<file path="config.mk">
export PLATFORM = sky130hd
export DESIGN_NAME = ucode_seq_ctrl
export DESIGN_NICKNAME = d
export VERILOG_FILES = /design/src/rtl/ucode_seq_ctrl.sv
export SDC_FILE = /design/constraint.sdc
export NUM_CORES = 1
export LEC_CHECK = 0
export ABC_AREA = 1
export BUFFER_PORTS_ARGS = -buffer_cell sky130_fd_sc_hd__clkbuf_2
export CORE_ASPECT_RATIO = 1.5
export CORE_MARGIN = 2
export CORE_UTILIZATION = 40
export CTS_BUF_LIST = sky130_fd_sc_hd__clkbuf_4 sky130_fd_sc_hd__clkbuf_8
export CTS_CLUSTER_SIZE = 28
export DETAILED_ROUTE_END_ITERATION = 12
export GPL_ROUTABILITY_DRIVEN = 0
export PLACE_DENSITY_LB_ADDON = 0.3
export SLEW_MARGIN = 20
export SYNTH_ARGS = -nofsm -noshare
export SYNTH_HDL_FRONTEND = slang
export SYNTH_SLANG_ARGS = --single-unit
</file>
<file path="constraint.sdc">
create_clock -name clk -period 2.4 [get_ports clk]
set_clock_uncertainty 0.05 [all_clocks]
set_input_delay 0.36 -clock clk [delete_from_list [all_inputs] [get_ports clk]]
set_output_delay 0.36 -clock clk [all_outputs]
set_load 0.01 [all_outputs]
</file>
<file path="src/rtl/ucode_seq_ctrl.sv">
// Microcode sequencer: 13-state walk with two cond-indexed dispatch tables, stall watchdog and abort.
// One transition per cycle when busy; dispatch states wait on cond_valid (cond_ack same cycle).
module ucode_seq_ctrl #(
   parameter int STALL_LIMIT = 16
) (
   input  logic       clk,
   input  logic       reset,
   input  logic       start,
   input  logic [1:0] cond,
   input  logic       cond_valid,
   output logic       cond_ack,
   input  logic       cfg_we,
   input  logic       cfg_sel,
   input  logic [1:0] cfg_addr,
   input  logic [3:0] cfg_data,
   output logic [3:0] state,
   output logic       busy,
   output logic       done,
   output logic       err,
   output logic [7:0] step_count
);

   localparam int SW = $clog2(STALL_LIMIT + 1);
   localparam logic [SW-1:0] STALL_LAST = SW'(STALL_LIMIT - 1);

   localparam logic [3:0] S0  = 4'd0;
   localparam logic [3:0] S1  = 4'd1;
   localparam logic [3:0] S2  = 4'd2;
   localparam logic [3:0] S3  = 4'd3;
   localparam logic [3:0] S4  = 4'd4;
   localparam logic [3:0] S5  = 4'd5;
   localparam logic [3:0] S6  = 4'd6;
   localparam logic [3:0] S7  = 4'd7;
   localparam logic [3:0] S8  = 4'd8;
   localparam logic [3:0] S9  = 4'd9;
   localparam logic [3:0] S10 = 4'd10;
   localparam logic [3:0] S11 = 4'd11;
   localparam logic [3:0] S12 = 4'd12;

   logic [3:0]    tab_a [4];
   logic [3:0]    tab_b [4];
   logic [SW-1:0] stall_cnt;
   logic [3:0]    next_state;
   logic          is_disp;
   logic          is_term;
   logic          bad_tgt;
   logic [7:0]    step_inc;

   always_comb begin
      next_state = S0;
      case (state)
         S0, S1, S2, S6, S7, S8, S9: next_state = state + 4'd1;
         S3:                         next_state = tab_a[cond];
         S4, S5:                     next_state = S7;
         S10:                        next_state = tab_b[cond];
         default:                    next_state = S0;
      endcase
   end

   assign is_disp  = (state == S3) || (state == S10);
   assign is_term  = (state == S11) || (state == S12);
   // only table contents can name a state beyond S12
   assign bad_tgt  = next_state > S12;
   assign cond_ack = busy & cond_valid & is_disp;
   assign step_inc = (step_count == 8'hFF) ? step_count : step_count + 8'd1;

   always_ff @(posedge clk) begin
      if (reset) begin
         state      <= S0;
         busy       <= 1'b0;
         done       <= 1'b0;
         err        <= 1'b0;
         step_count <= 8'd0;
         stall_cnt  <= '0;
         tab_a[0]   <= 4'd4;
         tab_a[1]   <= 4'd5;
         tab_a[2]   <= 4'd6;
         tab_a[3]   <= 4'd6;
         tab_b[0]   <= 4'd11;
         tab_b[1]   <= 4'd12;
         tab_b[2]   <= 4'd12;
         tab_b[3]   <= 4'd12;
      end else begin
         done <= 1'b0;
         if (!busy) begin
            if (start) begin
               busy       <= 1'b1;
               state      <= S0;
               step_count <= 8'd0;
               err        <= 1'b0;
               stall_cnt  <= '0;
            end
            if (cfg_we) begin
               if (cfg_sel) tab_b[cfg_addr] <= cfg_data;
               else         tab_a[cfg_addr] <= cfg_data;
            end
         end else if (is_disp && !cond_valid) begin
            if (stall_cnt == STALL_LAST) begin
               err       <= 1'b1;
               busy      <= 1'b0;
               state     <= S0;
               stall_cnt <= '0;
            end else begin
               stall_cnt <= stall_cnt + SW'(1);
            end
         end else if (bad_tgt) begin
            // abort keeps step_count so software can see how far the pass got
            err       <= 1'b1;
            busy      <= 1'b0;
            state     <= S0;
            stall_cnt <= '0;
         end else begin
            state      <= next_state;
            step_count <= step_inc;
            stall_cnt  <= '0;
            if (is_term) begin
               busy <= 1'b0;
               done <= 1'b1;
            end
         end
      end
   end

endmodule

</file>
-- Word-level counts from Yosys, hierarchy flattened
Memory sizes are Yosys's and may differ from the RTL's.
Cells that the tools add are included.
- register bits: 20
- bits in writable memories: 32
- input bits: 14
- output and inout port bits: 16
- word-level logic and storage cells: 93
- memories: 2
- $add $sub $neg: 3
- order comparisons: 1
- equal/unequal tests: 19
- muxes and demuxes: 45
- bitwise logic cells: 3
- reductions and logical operators: 14
- memories (memory ; depth ; width ; rd ports ; clocked after Yosys merged registers in ; write ports ; RTL line ; source):
    tab_a ; 4 ; 4 ; 1 ; 0 ; 4 ; 40 ; logic [3:0] tab_a [4];
    tab_b ; 4 ; 4 ; 1 ; 0 ; 4 ; 41 ; logic [3:0] tab_b [4];
- operators with widths (kind ; number):
    two-way mux 8 bit ; 5
    two-way mux 4 bit ; 7
    two-way mux 1 bit ; 26
    equality test 4 bit, second input constant ; 5
    two-way mux 5 bit ; 4
    equality test 4 x 3 -> 1 bit, second input constant ; 4
    case mux 4 bit (4 select lines) ; 1
    OR reduction 4 bit ; 3
    adder 8 x 1 -> 8 bit, second input constant ; 1
    equality test 4 x 2 -> 1 bit, second input constant ; 2
    equality test 8 bit, second input constant ; 1
    OR reduction 7 bit ; 1
    inequality test 2 bit, second input constant ; 3
    adder 5 x 1 -> 5 bit, second input constant ; 1
    equality test 5 x 4 -> 1 bit, second input constant ; 1
    adder 4 x 1 -> 4 bit, second input constant ; 1
    equality test 4 x 1 -> 1 bit, second input constant ; 1
    > comparator 4 bit, second input constant ; 1
    logical NOT 4 bit ; 1
    two-way mux 2 bit ; 2
    AND reduction 4 bit ; 1
    inequality test 3 x 1 -> 1 bit, second input constant ; 1
    inequality test 3 x 2 -> 1 bit, second input constant ; 1
    AND reduction 3 bit ; 1
    other kinds (8) ; 10

-- Logic depth before layout (Yosys ltp)
- word-level depth: 7
- mapped depth: 15
- mapped depth without buffers: 15

-- Worst setup path after synthesis
No wires, ideal clock.
- path kind: flip-flop to flip-flop
- from: reg state[0]
- to: reg err
- setup time: 0.114 ns
- data arrival time: 1.754 ns
- data required time: 2.236 ns
- setup slack: 0.482 ns
- cell stages (with the launch flop): 13
- period minus slack after synthesis: 1.918 ns
- cells stage by stage: dfxtp_1 > inv_1 > ha_1 > o21ai_0 > nand2_1 > nand2_1 > nand2_1 > nor2_1 > nor2_4 > nand2_1 > nand2_1 > a21oi_1 > nor2_1
- cells in the longest elaborated chain, start to end: 6
- elaborated cells between the ends (all ways): 23
- classes of those cells: 1 x add/sub; 1 x order compare; 12 x eq/ne; 3 x mux; 6 x reduce/logical
- ends and longest elaborated chain (element ; RTL line ; source):
    from (decl) ; 16 ; output logic [3:0] state,
    from (signal assigned) ; 113 ; state <= next_state;
    parallel branches: the longest is 6 deep, another holds adder 4 x 1 -> 4 bit ; - ;
    to (signal assigned) ; 72 ; err <= 1'b0;
    to (signal assigned) ; 90 ; err <= 1'b0;
    to (signal assigned) ; 99 ; err <= 1'b1;
    to (decl) ; 19 ; output logic err,
Several ways; the timed one is not identified.
A chain may end at the register's enable or synchronous reset.

-- Worst setup path in the final report
- from: reg state[1]
- to: out cond_ack
- cells in the longest elaborated chain, start to end: 3
- elaborated cells between the ends (all ways): 4
- classes of those cells: 2 x eq/ne; 1 x bitwise; 1 x reduce/logical
- ends and longest elaborated chain (element ; RTL line ; source):
    equality test 4 x 2 -> 1 bit or equality test 4 bit (tied branches) ; 60 ; assign is_disp = (state == S3) || (state == S10);
    logical OR 1 bit (*) ; 60 ;
    AND 1 bit (*) ; 64 ; assign cond_ack = busy & cond_valid & is_disp;
    to (decl) ; 11 ; output logic cond_ack,
Mark *: on every way between the ends. The rest lies on a longest branch, timed or not.

==> metrics.cfg <==
[sta]
fmax_ghz = 0.4555
period_needed_ns = 2.195
setup_ws_ns = 0.2045
tightest_slew_ns = 0.5687
drv_slew = 0
min_period_over_period = 0.9148
setup-tns-final_ns = 0
rsz0062_at_grt = false
setup-violations-final = 0
max-slew-margin-rel = 0.6169
hold_violations = 0

[global_route]
grt_pass1_vias = 2290
antenna_found_initial = 0
overflow = 0
grt_max_degree = 18
grt_first_pass_wirelength_mm = 10.23
globalRouteTotalUtil = 0.1667

[critical_path]
critPathTopFamily = simple AND/OR/NAND/NOR gates
critPathMaxStageDelay_ns = 0.41
path_buf_inv = 2
critPathRequiredTime_ns = 1.99
arrival_ns = 1.79
crit_chain = ha_1 > nand2_2 > nor2_2 > inv_1 > nand2_1 > nand2_1 > nor2_1 > clkbuf_2
critical_path_class = reg -> out
crit_path_start_kind = register
cpMostUsedCell = nand2_1
crit_slowest_cell = dfxtp_2
r2r_start = state[0]
end_kind = output pin
critPathMaxFanout = 7
startpoint = state[1]

[floorplan]
dieArea_um2 = 7762
ios = 30
die_x_um = 72.61
die_y_um = 106.9
start_util = 0.4122
fp-row-count = 37
core_um2 = 6852

[logic_synthesis]
syn-cell-area_um2 = 2824
seq_area_frac_synth = 0.4821
synth.avg_cell_area_um2 = 7.866
syn_inst = 359
synth_fp_nets = 379
yosysWarnings = 0
synth_seq_cells = 52
synth_cell_types = 32

[clock_tree]
cts.sinks = 52
cts_max_level = 2
post_cts_buffers = 0
cts_buffers = 5
clkTransAtPathRegs_ns = 0.09
tritoncts = done
clock_path_buffers = 2
hold_buffers = 0
root_buffer = clkbuf_8
cts_resized = 0
worst_skew_pair.late_latency_ns = 0.30

[outcome]
status = completed

[drt]
vias = 2380
vias_per_cell = 5.075
drt-initial-drc-count = 137
wl_per_cell_um = 13.17
remaining_drc_errors = 0
totalWireLength_mm = 6.179
ant_nets = 0
dr.pass1.iters = 4

[flow_run]
drv_cap = 0

[power_and_ir_drop]
power_density_nw_per_um2 = 621.6
leakage_nw = 1.311
totalPowerFinal_mw = 1.986
max-vdd-ir-drop_mv = 0.2870

[layout]
num_antenna_cells = 0
drive_gt1_frac = 0.1560
final_util = 0.4664
syn2layout_area_growth_pct = 13.16
final_nets = 410

[place]
dp_slack_ns = 0.2599
portBuffers = 29
hpwl_mm = 4.706

[hold_path]
hold_class = in -> reg
holdCritStartpoint = start

==> placed cells by master, fill, tap and decap left out, types with 3 or more instances in the layout <==
master / n
buf_4: 4
nand3_1: 36
nor3_1: 6
xor2_1: 4
o21ai_0: 8
dfxtp_1: 18
clkbuf_8: 5
ha_1: 6
clkbuf_2: 29
nor2_1: 43
nand3b_1: 3
inv_1: 40
nand2_2: 3
a21oi_1: 14
edfxtp_1: 32
nand4_1: 4
bufinv_16: 3
nand2_1: 111
==> power breakdown <==
part           switching (mW)  internal [mW]
Sequential             0.0175          0.970
Combinational           0.129         0.0584
Clock                   0.290          0.521
==> flip-flops by register name, indices dropped and copies added, names as in the netlist <==
signal	cells
err	1
step_count	8
busy	1
tab_a	16
stall_cnt	5
state	4
done	1
tab_b	16
==> worst reg2reg max path, delay by kind of cell, from the launching register on <==
kind | cells | cell delay (ns)
buffers and inverters | 1 | 0.09
AO/OA/AOI/OAI | 2 | 0.31
flip-flops | 1 | 0.41
AND/OR/NAND/NOR | 8 | 0.86
adder cells (fa/ha/maj) | 1 | 0.23
==> final timing paths <==
| path | end | slack, ns | cells after the start |
|---|---|---|---|
| max | cond_ack | 0.20 | 8 |
| min | err | 0.31 | 4 |
| max reg2reg | err | 0.35 | 12 |
| min reg2reg | stall_cnt[4] | 0.40 | 2 |
==> cells in the mapped netlist, drive strengths merged <==
master  instances  area share
nor3b           1      0.0027
o21ai           8       0.014
clkbuf          3      0.0040
ha              6       0.027
a211oi          3      0.0097
nand4           4      0.0089
dfxtp          20        0.14
nor2           47       0.070
buf             6       0.018
o211ai          1      0.0027
nand2         115        0.16
xor2            4       0.012
or2             2      0.0044
nand3b          3      0.0080
inv            43       0.058
nor3            7       0.016
nand3          37       0.070
xnor2           1      0.0031
a21oi          16       0.031
edfxtp         32        0.34
==> area by class of cell <==
type,instances,area (um^2)
Clock buffer,5,68.82
Clock inverter,3,90.09
Fill cell,679,3656
Inverter,43,163.9
Multi-Input combinational cell,255,1236
Sequential cell,52,1364
Tap cell,78,97.59
Timing Repair Buffer,33,175.2
==> cell families (layout without fill, tap and decap cells) <==
logic type,after synthesis,in the layout,share of synthesized area
flip-flops,52,52,0.4821
adder cells (fa/ha/maj),6,6,0.02658
AO/OA/AOI/OAI,28,28,0.05760
XOR/XNOR,5,5,0.01551
AND/OR/NAND/NOR,216,216,0.3381
buffers and inverters,52,84,0.08020
==> stage by stage <==
stage,hold WS [ns],cells,instance area [um^2]
after floorplan,0.3723,359,2824
after CTS,0.3043,469,3193
final,0.3067,469,3196
after global routing,0.3319,469,3196
after global placement,0.3898,461,3034
after detailed placement,0.3924,461,3034
==> metal layers <==
metal,track usage,vias up,routed length (um),share of wire
li1,-,1214,-,-
met1,0.1998,1097,2644,0.43
met2,0.2968,59,3229,0.52
met3,0.02162,10,180,0.029
met4,0.06349,0,124,0.020
met5,0,-,0,0
Note: power is estimated with default switching activity, not from simulation.
